**config.mk**
```make
export PLATFORM = sky130hd
export DESIGN_NAME = mem_arbiter
export DESIGN_NICKNAME = d
export VERILOG_FILES = /design/src/rtl/mem_arb_pkg.sv /design/src/rtl/mem_arb_pick.sv /design/src/rtl/mem_arbiter.sv
export SDC_FILE = /design/constraint.sdc
export NUM_CORES = 1
export LEC_CHECK = 0
export ABC_CLOCK_PERIOD_IN_PS = 3900
export CAP_MARGIN = 0
export CORE_ASPECT_RATIO = 0.75
export CORE_MARGIN = 5
export CORE_UTILIZATION = 36
export CTS_BUF_LIST = sky130_fd_sc_hd__clkbuf_8
export CTS_CLUSTER_DIAMETER = 30
export CTS_CLUSTER_SIZE = 8
export DETAILED_ROUTE_END_ITERATION = 10
export GPL_ROUTABILITY_DRIVEN = 0
export PLACE_DENSITY = 0.88
export REMOVE_ABC_BUFFERS = 1
export SLEW_MARGIN = 10
export SYNTH_ARGS = -nofsm -noshare
export SYNTH_HDL_FRONTEND = slang
export SYNTH_SLANG_ARGS = --single-unit
```
**constraint.sdc**
```tcl
create_clock -name Clock -period 3.9 [get_ports Clock]
set_clock_uncertainty 0.2 [all_clocks]
set_input_delay 0.585 -clock Clock [delete_from_list [all_inputs] [get_ports Clock]]
set_output_delay 0.585 -clock Clock [all_outputs]
set_load 0.01 [all_outputs]
```
**src/rtl/mem_arb_pkg.sv**
```systemverilog
// rtl/mem_arb_pkg.sv - shared types and constants for the two-port memory arbiter
package mem_arb_pkg;

  typedef enum logic [1:0] {
    ARB   = 2'd0,
    LOCK0 = 2'd1,
    LOCK1 = 2'd2
  } arb_state_t;

  localparam logic PORT0 = 1'b0;
  localparam logic PORT1 = 1'b1;

  localparam int ADDR_W_DEFAULT = 6;
  localparam int DATA_W_DEFAULT = 32;

endpackage

```
**src/rtl/mem_arb_pick.sv**
```systemverilog
// rtl/mem_arb_pick.sv - combinational two-way round-robin picker with lock override
module mem_arb_pick
  import mem_arb_pkg::*;
(
  input  logic [1:0] req,
  input  logic       last,
  input  logic [1:0] lock,
  output logic [1:0] gnt
);

  // A lock whose owner has dropped its request no longer blocks the other port.
  always_comb begin
    gnt = 2'b00;
    if (lock[0] && req[0]) begin
      gnt = 2'b01;
    end else if (lock[1] && req[1]) begin
      gnt = 2'b10;
    end else if (req == 2'b11) begin
      gnt = (last == PORT1) ? 2'b01 : 2'b10;
    end else begin
      gnt = req;
    end
  end

endmodule

```
**src/rtl/mem_arbiter.sv**
```systemverilog
// rtl/mem_arbiter.sv - shares one memory port between two requesters with
// round-robin/lock arbitration, registered issue stage and tagged read return
module mem_arbiter
  import mem_arb_pkg::*;
#(
  parameter int ADDR_W = ADDR_W_DEFAULT,
  parameter int DATA_W = DATA_W_DEFAULT
) (
  input  logic              Clock,
  input  logic              Reset,
  input  logic              Req0,
  input  logic              Req1,
  input  logic              We0,
  input  logic              We1,
  input  logic              Lock0,
  input  logic              Lock1,
  input  logic [ADDR_W-1:0] Addr0,
  input  logic [ADDR_W-1:0] Addr1,
  input  logic [DATA_W-1:0] WData0,
  input  logic [DATA_W-1:0] WData1,
  output logic              Gnt0,
  output logic              Gnt1,
  output logic              RValid0,
  output logic              RValid1,
  output logic [DATA_W-1:0] RData0,
  output logic [DATA_W-1:0] RData1,
  output logic [ADDR_W-1:0] MemAddress,
  output logic [DATA_W-1:0] MemWriteData,
  output logic              MemoryRead,
  output logic              MemoryWrite,
  input  logic [DATA_W-1:0] MemReadData
);

  arb_state_t        state_q, state_d;
  logic              last_q, last_d;
  logic [ADDR_W-1:0] addr_q, addr_d;
  logic [DATA_W-1:0] wdata_q, wdata_d;
  logic              rd_q, rd_d;
  logic              wr_q, wr_d;
  logic              tag_q, tag_d;
  logic [1:0]        rvalid_q, rvalid_d;

  logic [1:0] gnt;
  logic       acc0, acc1;

  mem_arb_pick u_pick (
    .req  ({Req1, Req0}),
    .last (last_q),
    .lock ({state_q == LOCK1, state_q == LOCK0}),
    .gnt  (gnt)
  );

  assign Gnt0 = gnt[0];
  assign Gnt1 = gnt[1];
  assign acc0 = Req0 & gnt[0];
  assign acc1 = Req1 & gnt[1];

  // With no acceptance nobody is requesting, so any lock owner has released.
  always_comb begin
    state_d  = ARB;
    last_d   = last_q;
    addr_d   = addr_q;
    wdata_d  = wdata_q;
    rd_d     = 1'b0;
    wr_d     = 1'b0;
    tag_d    = tag_q;
    rvalid_d = {rd_q & (tag_q == PORT1), rd_q & (tag_q == PORT0)};
    if (acc0) begin
      state_d = Lock0 ? LOCK0 : ARB;
      last_d  = PORT0;
      addr_d  = Addr0;
      wdata_d = WData0;
      rd_d    = ~We0;
      wr_d    = We0;
      tag_d   = PORT0;
    end else if (acc1) begin
      state_d = Lock1 ? LOCK1 : ARB;
      last_d  = PORT1;
      addr_d  = Addr1;
      wdata_d = WData1;
      rd_d    = ~We1;
      wr_d    = We1;
      tag_d   = PORT1;
    end
  end

  always_ff @(posedge Clock or posedge Reset) begin
    if (Reset) begin
      state_q  <= ARB;
      last_q   <= PORT1;
      addr_q   <= '0;
      wdata_q  <= '0;
      rd_q     <= 1'b0;
      wr_q     <= 1'b0;
      tag_q    <= PORT0;
      rvalid_q <= 2'b00;
    end else begin
      state_q  <= state_d;
      last_q   <= last_d;
      addr_q   <= addr_d;
      wdata_q  <= wdata_d;
      rd_q     <= rd_d;
      wr_q     <= wr_d;
      tag_q    <= tag_d;
      rvalid_q <= rvalid_d;
    end
  end

  assign MemAddress   = addr_q;
  assign MemWriteData = wdata_q;
  assign MemoryRead   = rd_q;
  assign MemoryWrite  = wr_q;
  assign RValid0      = rvalid_q[0];
  assign RValid1      = rvalid_q[1];
  assign RData0       = MemReadData;
  assign RData1       = MemReadData;

endmodule

```
**After elaboration in Yosys (flattened, before gate mapping)**

Index checks and enable logic that the tools add are counted.

- Input port bits: 116
- Bits in registers: 46
- Output and inout bits: 108
- Word-level logic and storage cells: 39

- Equal/unequal tests: 3
- Reductions and logical operators: 3
- Bitwise operators: 7
- Multiplexer cells: 18

Operators with widths:

| kind | count |
|---|---|
| 32-bit two-way mux | 2 |
| 2-bit two-way mux | 7 |
| 6-bit two-way mux | 2 |
| 1-bit two-way mux | 7 |
| 1-bit bitwise AND | 4 |
| 2-bit equality test (second input constant) | 2 |
| 1-bit NOT | 3 |
| 2-bit by 1-bit equality test with 1-bit output (second input constant) | 1 |
| 1-bit logical AND | 2 |
| 2-bit nonzero test | 1 |

**Longest topological paths before layout**

Gate-level depths: netlist of run 1.

- Depth in word-level cells: 7
- Depth in mapped cells: 6
- Mapped depth without buffers: 5

**Cells and area by module**

A second synthesis of run 1 with hierarchy kept.

- Cells, all modules: 327
- Area, all modules: 3128.0 µm²

By module, submodules not included:

| module | cells an instance | sequential area each (µm²) | times used | area each (µm²) |
|---|---|---|---|---|
| mem_arbiter | 322 | 1152.4 | 1 | 3090.5 |
| mem_arb_pick | 5 | 0.0 | 1 | 37.5 |

**Worst setup path after synthesis of run 1**

No wires, ideal clock.

- Kind: in2reg
- Start: in Req0
- End: reg wdata_q[20] (netlist: MemWriteData[20])
- Arrival time: 1687 ps
- Stages: 5
- Setup slack: 1888 ps
- Required time: 3575 ps
- Setup time: 125 ps
- Buffers on the path: 1
- Path through: nand2_1 > o211ai_4 > buf_2 > mux2_2 > mux2_2

- Longest elaborated chain between the ends: 6
- Elaborated cells on any way between the ends: 9
- Those cells by class: eq/ne (1); mux (4); bitwise (2); reduce/logical (2)

RTL lines:

| what | line | text |
|---|---|---|
| start, declared | mem_arbiter.sv:11 | `input logic Req0,` |
| 2-bit equality test | mem_arb_pick.sv:18 | `end else if (req == 2'b11) begin` |
| 2-bit two-way mux | mem_arb_pick.sv:18 |  |
| 2-bit two-way mux | mem_arb_pick.sv:16 | `end else if (lock[1] && req[1]) begin` |
| 2-bit two-way mux | mem_arb_pick.sv:14 | `if (lock[0] && req[0]) begin` |
| 1-bit bitwise AND, on equally long branches | mem_arbiter.sv:55, mem_arbiter.sv:56 |  |
| 32-bit two-way mux / 2-bit nonzero test (equally long branches) | n/a |  |
| end signal, assigned | mem_arbiter.sv:101 | `wdata_q <= wdata_d;` |
| end, declared | mem_arbiter.sv:37 | `logic [DATA_W-1:0] wdata_q, wdata_d;` |

Parallel ways exist; a longest one is shown, timed or not.
A chain may end at the register's enable or synchronous reset.

**Worst setup path in the final report of run 1**

- Start: in Req0
- End: out Gnt1

- Longest elaborated chain between the ends: 4
- Elaborated cells on any way between the ends: 5
- Those cells by class: eq/ne (1); mux (3); reduce/logical (1)

RTL lines:

| what | line | text |
|---|---|---|
| 2-bit equality test | mem_arb_pick.sv:18 |  |
| 2-bit two-way mux | mem_arb_pick.sv:18 |  |
| 2-bit two-way mux | mem_arb_pick.sv:16 |  |
| 2-bit two-way mux (*) | mem_arb_pick.sv:14 |  |
| end, declared | mem_arbiter.sv:22 | `output logic Gnt1,` |

Mark *: on every way between the ends. The rest lies on a longest branch, timed or not.

==> results.py, run 1 <==
metrics = {
    "timing": {
        "slew_headroom_pct": 32.8,
        "period_needed_ns": 2.90,
        "setup_viol": 0,
        "finalHoldViolCount": 0,
        "finalSetupTns_ns": 0,
        "timing.fmax_mhz": 345,
        "worst_pin_slew_ns": 1.01,
        "rsz0062_at_grt": "no",
        "timing.final.crit_share_pct": 74.4,
        "drv_slew": 0,
    },
    "final_layout": {
        "fillCellCount": 664,
        "fin_area_um2": 3700,
        "drive_gt1_share_pct": 32.6,
        "most-common-layout-cells": "clkdlybuf4s50_1 (127), mux2_2 (60), dfrtp_1 (45)",
        "layout.cells.most_common": "clkdlybuf4s50_1",
        "antenna_cells": 0,
        "finalNetCount": 394,
        "areaGrowthSynthToFinish_pct": 35.7,
    },
    "route": {
        "num_vias": 1838,
        "wl_per_cell_um": 23.3,
        "routed_wl_mm": 8.86,
        "dr.pass1.iters": 4,
        "routed.top_layer": "met5",
        "drtAntennaViolNets": 0,
        "post_drt_via_cell_ratio": 4.84,
        "wl_met1_mm": 3.51,
        "post-route-drc-count": 0,
        "wl_met2_mm": 3.55,
        "drt-initial-drc-count": 75,
        "wl_met3_mm": 1.63,
    },
    "setup_path": {
        "critPathKind": "input pin to primary output",
        "critPathLaunch": "Req0",
        "crit_required_ns": 3.12,
        "cp-endpoint": "Gnt1",
        "arrival_ns": 2.11,
        "path_max_fanout": 8,
        "ff2ff_path_depth": 6,
        "cp-end-kind": "primary output",
        "timing.rr.start": "state_q[0]$_DFF_PP0_",
        "reg2reg_to": "MemWriteData[9]$_DFFE_PP0P_",
        "r2r_slack_ns": 1.74,
        "critPathLaunchType": "input pin",
    },
    "clocking": {
        "cts_tree": "yes",
        "clk_pin_slew_ns": 0.09,
        "cts_buffer_depth": 2,
        "root_buffer": "clkbuf_8",
        "hold_buffers": 0,
        "clk_latency_ns": 0.29,
        "clock_sinks": 46,
        "h-tree-depth": 2,
        "cts_inserted_buffers": 5,
        "cts-resized-gates": 0,
        "cts_setup_buffers": 0,
    },
    "power_and_ir_drop": {
        "cellPowerDensity_nw_per_um2": 385,
        "vdd_drop_max_v": 0.000213,
        "power_leakage_uw": 0.00153,
        "swShare_pct": 27.0,
        "p_int_uw": 1040,
        "combPwrFrac_pct": 37.7,
        "seqPwrFrac_pct": 42.2,
        "total_power_uw": 1420,
        "p_clk_share_pct": 20.1,
        "power_switching_uw": 384,
    },
    "synthesis": {
        "yosys_warnings": 0,
        "synth_area_um2": 2730,
        "synth_top_flop_cell": "dfrtp_1",
        "avgSynthCellArea_um2": 12.8,
        "yosysSeqAreaShare_pct": 42.2,
        "synthCells": 213,
        "ys_async_sr_fraction_pct": 100,
        "ys_ff_latch": 46,
        "yosysUniqueCellTypes": 22,
        "synth_edf_count": 0,
    },
    "floorplan": {
        "io_pins": 224,
        "coreArea_um2": 7360,
        "die_x_um": 111,
        "die-area_um2": 9440,
        "die_y_um": 85.4,
        "rows": 27,
        "start_util_pct": 37.0,
    },
    "placed_design": {
        "numPortBuffers": 127,
        "dpl_cell_area_um2": 3620,
        "post-dp-hpwl_mm": 6.86,
    },
    "run_status": {
        "status": "complete, no violations",
    },
    "grt": {
        "grt_overflow": 0,
        "grt_pass1_vias": 2092,
        "grt_max_degree": 47,
        "grt_first_pass_wirelength_mm": 13.2,
        "grtUsageTotal_pct": 18.5,
        "antenna_found_initial": 0,
    },
    "run": {
        "drv_cap": 0,
    },
    "hold_path": {
        "min_path_type": "register to register",
    },
}
## sequential cells by signal, indices dropped and copies added (netlist names)
name / count
last_q: 1
MemWriteData: 32
state_q: 2
tag_q: 1
rvalid_q: 2
MemAddress: 6
MemoryWrite: 1
MemoryRead: 1
## cell type report
type                       count  area [um2]  area share, %
clock inverter                 3        15.0          0.406
inverter                       4        15.0          0.406
sequential                    46        1150           31.1
timing repair buffer         130        1290           35.0
multi-input combinational     91        1030           27.8
tap                          101         126           3.41
clock buffer                   5        68.8           1.86
## through the flow
step | hold slack (ns) | worst slack, ns | std cells | utilization, %
2_1_floorplan | 0.217 | 1.32 | 141 | -
3_3_place_gp | 0.227 | 1.03 | 372 | 49.1
3_5_place_dp | 0.242 | 1.00 | 372 | 49.1
4_1_cts | 0.255 | 0.993 | 380 | 50.3
5_1_grt | 0.285 | 0.942 | 380 | 50.3
6_report | 0.249 | 1.00 | 380 | 50.3
## cells by family after synthesis
logic type             after synthesis  share of synthesized area, %
AND/OR/NAND/NOR                      9                          2.02
AO/OA/AOI/OAI                        6                          2.06
multiplexers                        76                          33.6
buffers and inverters               76                          20.1
flip-flops                          46                          42.2
## per-layer routing
layer,global-route usage [%],vias up
li1,-,784
met1,20.9,873
met2,25.3,167
met3,17.0,9
met4,2.57,5
met5,12.3,-
## how the worst min path moves through the flow
| stage | start | endpoint | slack (ns) | depth (start not counted) |
|---|---|---|---|---|
| 2_1_floorplan | tag_q$_DFFE_PP0P_ | rvalid_q[0]$_DFF_PP0_ | 0.22 | 1 |
| 3_3_place_gp | tag_q$_DFFE_PP0P_ | rvalid_q[0]$_DFF_PP0_ | 0.23 | 1 |
| 3_5_place_dp | tag_q$_DFFE_PP0P_ | rvalid_q[0]$_DFF_PP0_ | 0.24 | 1 |
| 4_1_cts | tag_q$_DFFE_PP0P_ | rvalid_q[0]$_DFF_PP0_ | 0.26 | 1 |
| 5_1_grt | tag_q$_DFFE_PP0P_ | rvalid_q[0]$_DFF_PP0_ | 0.29 | 1 |
| 6_report | tag_q$_DFFE_PP0P_ | rvalid_q[0]$_DFF_PP0_ | 0.25 | 1 |
## power by group through the flow
stage               clock [uW]  sequential, uW  combinational (uW)
floorplan                    0             645                 214
global placement             0             605                 533
detailed placement           0             610                 543
CTS                        304             601                 546
global route               323             613                 572
finish                     287             601                 536
## worst max-delay path: stages
cell and delay [ns]:
clkdlybuf4s50_1 0.47, nand3b_1 0.17, o211ai_4 0.11, inv_2 0.19, clkdlybuf4s50_1 0.59
## synthesized netlist by cell type, types with 2 or more instances
cell | number | share of area, %
and2_1 | 2 | 0.46
buf_2 | 6 | 1.1
buf_4 | 64 | 18
buf_6 | 2 | 0.83
dfrtp_1 | 45 | 41
inv_1 | 3 | 0.41
mux2_2 | 60 | 25
mux2_4 | 16 | 8.8
nand2_1 | 2 | 0.28
Note: power is estimated with default switching activity, not from simulation.
==> inputs of run 2 (changes only) <==
--- a/config.mk
+++ b/config.mk
@@ -5,17 +5,17 @@
 export SDC_FILE = /design/constraint.sdc
 export NUM_CORES = 1
 export LEC_CHECK = 0
-export ABC_CLOCK_PERIOD_IN_PS = 3900
+export ABC_CLOCK_PERIOD_IN_PS = 2700
 export CAP_MARGIN = 0
 export CORE_ASPECT_RATIO = 0.75
 export CORE_MARGIN = 5
-export CORE_UTILIZATION = 36
+export CORE_UTILIZATION = 34
 export CTS_BUF_LIST = sky130_fd_sc_hd__clkbuf_8
 export CTS_CLUSTER_DIAMETER = 30
 export CTS_CLUSTER_SIZE = 8
 export DETAILED_ROUTE_END_ITERATION = 10
 export GPL_ROUTABILITY_DRIVEN = 0
-export PLACE_DENSITY = 0.88
+export PLACE_DENSITY = 0.84
 export REMOVE_ABC_BUFFERS = 1
 export SLEW_MARGIN = 10
 export SYNTH_ARGS = -nofsm -noshare
==> constraint.sdc (replaced) <==
create_clock -name Clock -period 2.7 [get_ports Clock]
set_clock_uncertainty 0.2 [all_clocks]
set_input_delay 0.405 -clock Clock [delete_from_list [all_inputs] [get_ports Clock]]
set_output_delay 0.405 -clock Clock [all_outputs]
set_load 0.01 [all_outputs]
==> run 2 against run 1 <==
Against the previous run: via count is 0.98% lower; final cell count is 2.1% higher; sequential cell count stayed put; global-route usage is 1.3 points lower; cell area is 1.5% higher; critical path depth stayed put; wire length is 3.6% lower; sequential power is 45% higher; power is 46% higher; largest cell class unchanged; largest power group unchanged.
==> results.py, run 2 (synthesis results as in run 1) <==
metrics = {
    "route": {
        "post_drt_via_cell_ratio": 4.69,
        "wl_per_cell_um": 22.0,
        "post-route-drc-count": 0,
        "drt-initial-drc-count": 55,
        "dr.pass1.iters": 3,
        "drtAntennaViolNets": 0,
        "routed_wl_mm": 8.54,
        "num_vias": 1820,
    },
    "power_and_ir_drop": {
        "cellPowerDensity_nw_per_um2": 554,
        "power_leakage_uw": 0.00156,
        "vdd_drop_max_v": 0.000226,
    },
    "final_layout": {
        "drive_gt1_share_pct": 33.6,
        "final_cells": 388,
        "most-common-layout-cells": "clkdlybuf4s50_1 (127), mux2_2 (60), dfrtp_1 (45)",
        "layout.cells.most_common": "clkdlybuf4s50_1",
        "largest_reg_flops": 32,
        "areaGrowthSynthToFinish_pct": 37.7,
        "finalNetCount": 398,
        "antenna_cells": 0,
        "fin_area_um2": 3750,
    },
    "clocking": {
        "cts_buffer_depth": 2,
        "cts_setup_buffers": 0,
        "cts_inserted_buffers": 5,
        "clock_sinks": 46,
        "h-tree-depth": 2,
        "clk_pin_slew_ns": 0.09,
        "hold_buffers": 0,
        "cts_tree": "yes",
        "root_buffer": "clkbuf_8",
        "clk_latency_ns": 0.28,
        "cts-resized-gates": 0,
    },
    "setup_path": {
        "path_max_fanout": 3,
        "crit_required_ns": 2.10,
        "critPathKind": "register to primary output",
        "cp-end-kind": "primary output",
        "critPathLaunchType": "register",
        "arrival_ns": 1.88,
    },
    "grt": {
        "grt_max_degree": 28,
        "grt_overflow": 0,
        "grt_first_pass_wirelength_mm": 12.5,
        "grt_pass1_vias": 1987,
        "grtUsageTotal_pct": 17.2,
        "antenna_found_initial": 0,
    },
    "floorplan": {
        "io_pins": 224,
        "start_util_pct": 34.8,
        "die_y_um": 87.6,
        "rows": 28,
        "coreArea_um2": 7850,
        "die-area_um2": 9930,
        "die_x_um": 113,
    },
    "hold_path": {
        "min_path_type": "input pin to async pin",
    },
    "timing": {
        "slew_headroom_pct": 67.0,
        "fin_ws_ns": 0.217,
        "rsz0062_at_grt": "no",
        "timing.fmax_mhz": 403,
        "finalHoldViolCount": 0,
        "period_needed_ns": 2.48,
        "finalSetupTns_ns": 0,
        "worst_pin_slew_ns": 0.494,
        "timing.final.crit_share_pct": 92.0,
        "setup_viol": 0,
        "drv_slew": 0,
    },
    "placed_design": {
        "numPortBuffers": 127,
        "dp_cells": 380,
        "dpl_cell_area_um2": 3660,
        "pre_cts_slack_ns": 0.157,
        "post-dp-hpwl_mm": 6.93,
    },
    "run_status": {
        "status": "complete, no violations",
    },
    "run": {
        "drv_cap": 0,
    },
}
[run 2: path summary, 6_finish.rpt]
path	start	endpoint	slack, ns	cells after the start
max	last_q$_DFFE_PP1P_	Gnt0	0.22	5
min	Reset	MemWriteData[21]$_DFFE_PP0P_	0.25	2
max reg2reg	last_q$_DFFE_PP1P_	MemWriteData[22]$_DFFE_PP0P_	0.63	5
min reg2reg	tag_q$_DFFE_PP0P_	rvalid_q[0]$_DFF_PP0_	0.25	1
max in group asynchronous	Reset	last_q$_DFFE_PP1P_	1.45	3
min in group Clock	tag_q$_DFFE_PP0P_	rvalid_q[0]$_DFF_PP0_	0.25	1
[run 2: metrics by stage]
step	power [uW]	hold slack (ns)	utilization, %
6_report	2080	0.248	47.8
5_1_grt	2210	0.279	47.8
4_1_cts	2120	0.252	47.8
3_5_place_dp	1680	0.241	46.7
3_3_place_gp	1660	0.229	46.7
2_1_floorplan	1240	0.217	-
[run 2: area by class of cell]
class	count	area, um2
fill	735	4090
clock buffer	6	82.6
multi-input combinational	91	1030
clock inverter	2	7.51
tap	105	131
sequential	46	1150
timing repair buffer	134	1340
inverter	4	15.0
[run 2: critical path, cell delays in order (launching register included)]
cell,delay [ns]
dfstp_2,0.54
inv_1,0.05
o211ai_1,0.23
nand2_2,0.10
inv_1,0.12
clkdlybuf4s50_1,0.55
[run 2: power by group]
group	total [uW]	switching, uW	internal, uW
Combinational	785	258	527
Clock	427	225	202
Sequential	869	60.8	808
Total	2080	544	1540
[run 2: per-layer routing]
metal / track usage [%] / routed length (um) / share of wire (%) / up-vias
met5: 4.29 / 50 / 0.59 / -
li1: - / - / - / 798
met1: 21.1 / 3490 / 41 / 863
met3: 17.1 / 1740 / 20 / 4
met2: 21.0 / 3240 / 38 / 153
met4: 2.62 / 22 / 0.26 / 2
==> inputs of run 3 (changes only) <==
--- a/config.mk
+++ b/config.mk
@@ -5,11 +5,12 @@
 export SDC_FILE = /design/constraint.sdc
 export NUM_CORES = 1
 export LEC_CHECK = 0
+export ABC_AREA = 1
 export ABC_CLOCK_PERIOD_IN_PS = 2700
 export CAP_MARGIN = 0
 export CORE_ASPECT_RATIO = 0.75
 export CORE_MARGIN = 5
-export CORE_UTILIZATION = 34
+export CORE_UTILIZATION = 36
 export CTS_BUF_LIST = sky130_fd_sc_hd__clkbuf_8
 export CTS_CLUSTER_DIAMETER = 30
 export CTS_CLUSTER_SIZE = 8
==> run 3 against run 2 <==
Against the previous run: sequential share of layout area shrank 1.9 points; power is 19% higher; final cell count grew 54%; largest power group is now combinational logic; critical path depth is 1 higher; combinational power up 31%; area after synthesis is 11% higher; synthesized cell count up 100%; clock power is 17% higher; maximum frequency decreased by 0.67%; highest routed layer unchanged; via count is 57% higher.
==> results.py, run 3 <==
metrics = {
    "grt": {
        "grt_pass1_vias": 2859,
        "grt_max_degree": 80,
        "antenna_found_initial": 0,
        "grt.busiest_layer": "met2",
        "grtUsageTotal_pct": 19.8,
        "grt_overflow": 0,
        "met3_usage_pct": 16.7,
        "grt_first_pass_wirelength_mm": 15.5,
        "met2_usage_pct": 26.7,
        "gr-usage-met1_pct": 23.7,
    },
    "route": {
        "drtAntennaViolNets": 0,
        "num_vias": 2866,
        "post-route-drc-count": 0,
        "drt-initial-drc-count": 102,
        "wl_per_cell_um": 17.4,
        "routed_wl_mm": 10.4,
        "dr.pass1.iters": 5,
        "post_drt_via_cell_ratio": 4.78,
    },
    "clocking": {
        "clk_pin_slew_ns": 0.08,
        "cts_setup_buffers": 0,
        "cts-resized-gates": 0,
        "clk_latency_ns": 0.29,
        "cts_buffer_depth": 2,
        "h-tree-depth": 2,
        "hold_buffers": 0,
        "clock_sinks": 46,
        "cts_tree": "yes",
        "root_buffer": "clkbuf_8",
        "cts_inserted_buffers": 5,
    },
    "timing": {
        "timing.final.crit_share_pct": 92.6,
        "slew_headroom_pct": 66.4,
        "rsz0062_at_grt": "no",
        "drv_slew": 0,
        "setup_viol": 0,
        "timing.fmax_mhz": 400,
        "period_needed_ns": 2.50,
        "worst_pin_slew_ns": 0.504,
        "finalHoldViolCount": 0,
    },
    "final_layout": {
        "fillCellCount": 803,
        "seqCellArea_um2": 1150,
        "largest_reg_flops": 32,
        "drive_gt1_share_pct": 4.89,
        "multiInputGateArea_um2": 1060,
        "final_util_pct": 47.9,
        "most-common-layout-cells": "nand2_1 (164), clkdlybuf4s50_1 (127), nand3_1 (78)",
        "antenna_cells": 0,
        "finalNetCount": 606,
        "areaGrowthSynthToFinish_pct": 31.9,
        "layout.cells.most_common": "nand2_1",
    },
    "hold_path": {
        "min_path_type": "input pin to async pin",
    },
    "floorplan": {
        "rows": 29,
        "die_y_um": 89.5,
        "die-area_um2": 10400,
        "coreArea_um2": 8350,
        "start_util_pct": 36.3,
        "die_x_um": 116,
        "io_pins": 224,
    },
    "synthesis": {
        "synth.largest_area_cell": "dfrtp_1",
        "ys_async_sr_fraction_pct": 100,
        "yosysTopAreaCellShare_pct": 37.1,
        "synthCells": 436,
        "yosysSeqAreaShare_pct": 38.0,
        "avgSynthCellArea_um2": 6.96,
        "yosysUniqueCellTypes": 17,
        "synth_top_flop_cell": "dfrtp_1",
        "synth_commonest_cells": "nand2_1 (164), nand3_1 (78), buf_4 (67)",
        "ys_ff_latch": 46,
        "yosys_warnings": 0,
        "synthTopCellsByArea": "dfrtp_1 (37%), nand2_1 (20%), buf_4 (17%)",
        "synth_area_um2": 3030,
        "synth.most_common_cell": "nand2_1",
        "synth_edf_count": 0,
    },
    "power_and_ir_drop": {
        "power_leakage_uw": 0.00207,
        "total_power_uw": 2480,
        "vdd_drop_max_v": 0.000249,
        "cellPowerDensity_nw_per_um2": 621,
    },
    "setup_path": {
        "critPathKind": "input pin to primary output",
        "arrival_ns": 1.89,
        "crit_required_ns": 2.10,
        "path_max_fanout": 4,
        "cp-end-kind": "primary output",
        "critPathLaunchType": "input pin",
    },
    "run": {
        "drv_cap": 0,
    },
    "run_status": {
        "status": "complete, no violations",
    },
    "placed_design": {
        "numPortBuffers": 127,
        "post-dp-hpwl_mm": 7.82,
    },
}
[run 3: cell types whose count changed in the layout (fill, tap and decap cells not counted), sizes merged, moves of 2 or more]
cell    change
nand3      +78
mux2       -76
clkinv      +2
inv        +43
nor2        +7
nand2     +163
and2        -2
nor2b       -2
o211ai      -2
[run 3: logic make-up (layout without fill, tap and decap cells)]
group	after synthesis	after routing	share of synthesized area, %
compound gates	3	3	0.536
flops	46	46	38.0
simple gates	250	250	34.6
buf+inv	137	192	26.9
[run 3: final cells by class]
class                           instances  share of cell area [%]
Timing Repair Buffer                  135                    33.9
Tap cell                              108                    3.38
Inverter                               49                    4.60
Sequential cell                        46                    28.8
Clock buffer                            5                    1.72
Clock inverter                          3                    1.00
Multi-Input combinational cell        253                    26.6
[run 3: worst paths after layout]
check | from | end | slack (ns) | cells past startpoint
min reg2reg | tag_q$_DFFE_PP0P_ | rvalid_q[0]$_DFF_PP0_ | 0.26 | 1
min | Reset | MemWriteData[9]$_DFFE_PP0P_ | 0.26 | 2
max | Req1 | Gnt1 | 0.20 | 6
max in group asynchronous | Reset | MemAddress[0]$_DFFE_PP0P_ | 1.53 | 3
min in group Clock | tag_q$_DFFE_PP0P_ | rvalid_q[0]$_DFF_PP0_ | 0.26 | 1
max reg2reg | state_q[1]$_DFF_PP0_ | MemWriteData[30]$_DFFE_PP0P_ | 0.86 | 9
[run 3: where the power goes]
part	total [uW]	leakage [uW]	internal, uW	switching [uW]
clock	499	0.0000579	273	226
combinational	1030	0.00148	533	500
sequential	953	0.000538	858	94.3
total	2480	0.00207	1660	820
[run 3: per-layer routing]
layer	part of all wire (%)	wire, um
met2	38	3950
met4	0.39	41
met3	20	2090
met5	0.77	80
met1	41	4270
[run 3: per-stage QoR]
stage	hold WS [ns]	worst slack (ns)	TNS [ns]	cells	area, um2
3_5_place_dp	0.257	0.187	0	591	3890
6_report	0.259	0.200	0	599	4000
4_1_cts	0.271	0.186	0	599	4000
2_1_floorplan	0.222	-0.127	-0.206	348	2400
3_3_place_gp	0.245	0.209	0	591	3890
5_1_grt	0.285	0.106	0	599	4000
[run 3: critical path: stages]
cell,delay [ns]
clkdlybuf4s50_1,0.52
nand3_1,0.12
nand2_1,0.09
nand2_1,0.07
inv_1,0.13
clkdlybuf4s50_1,0.56
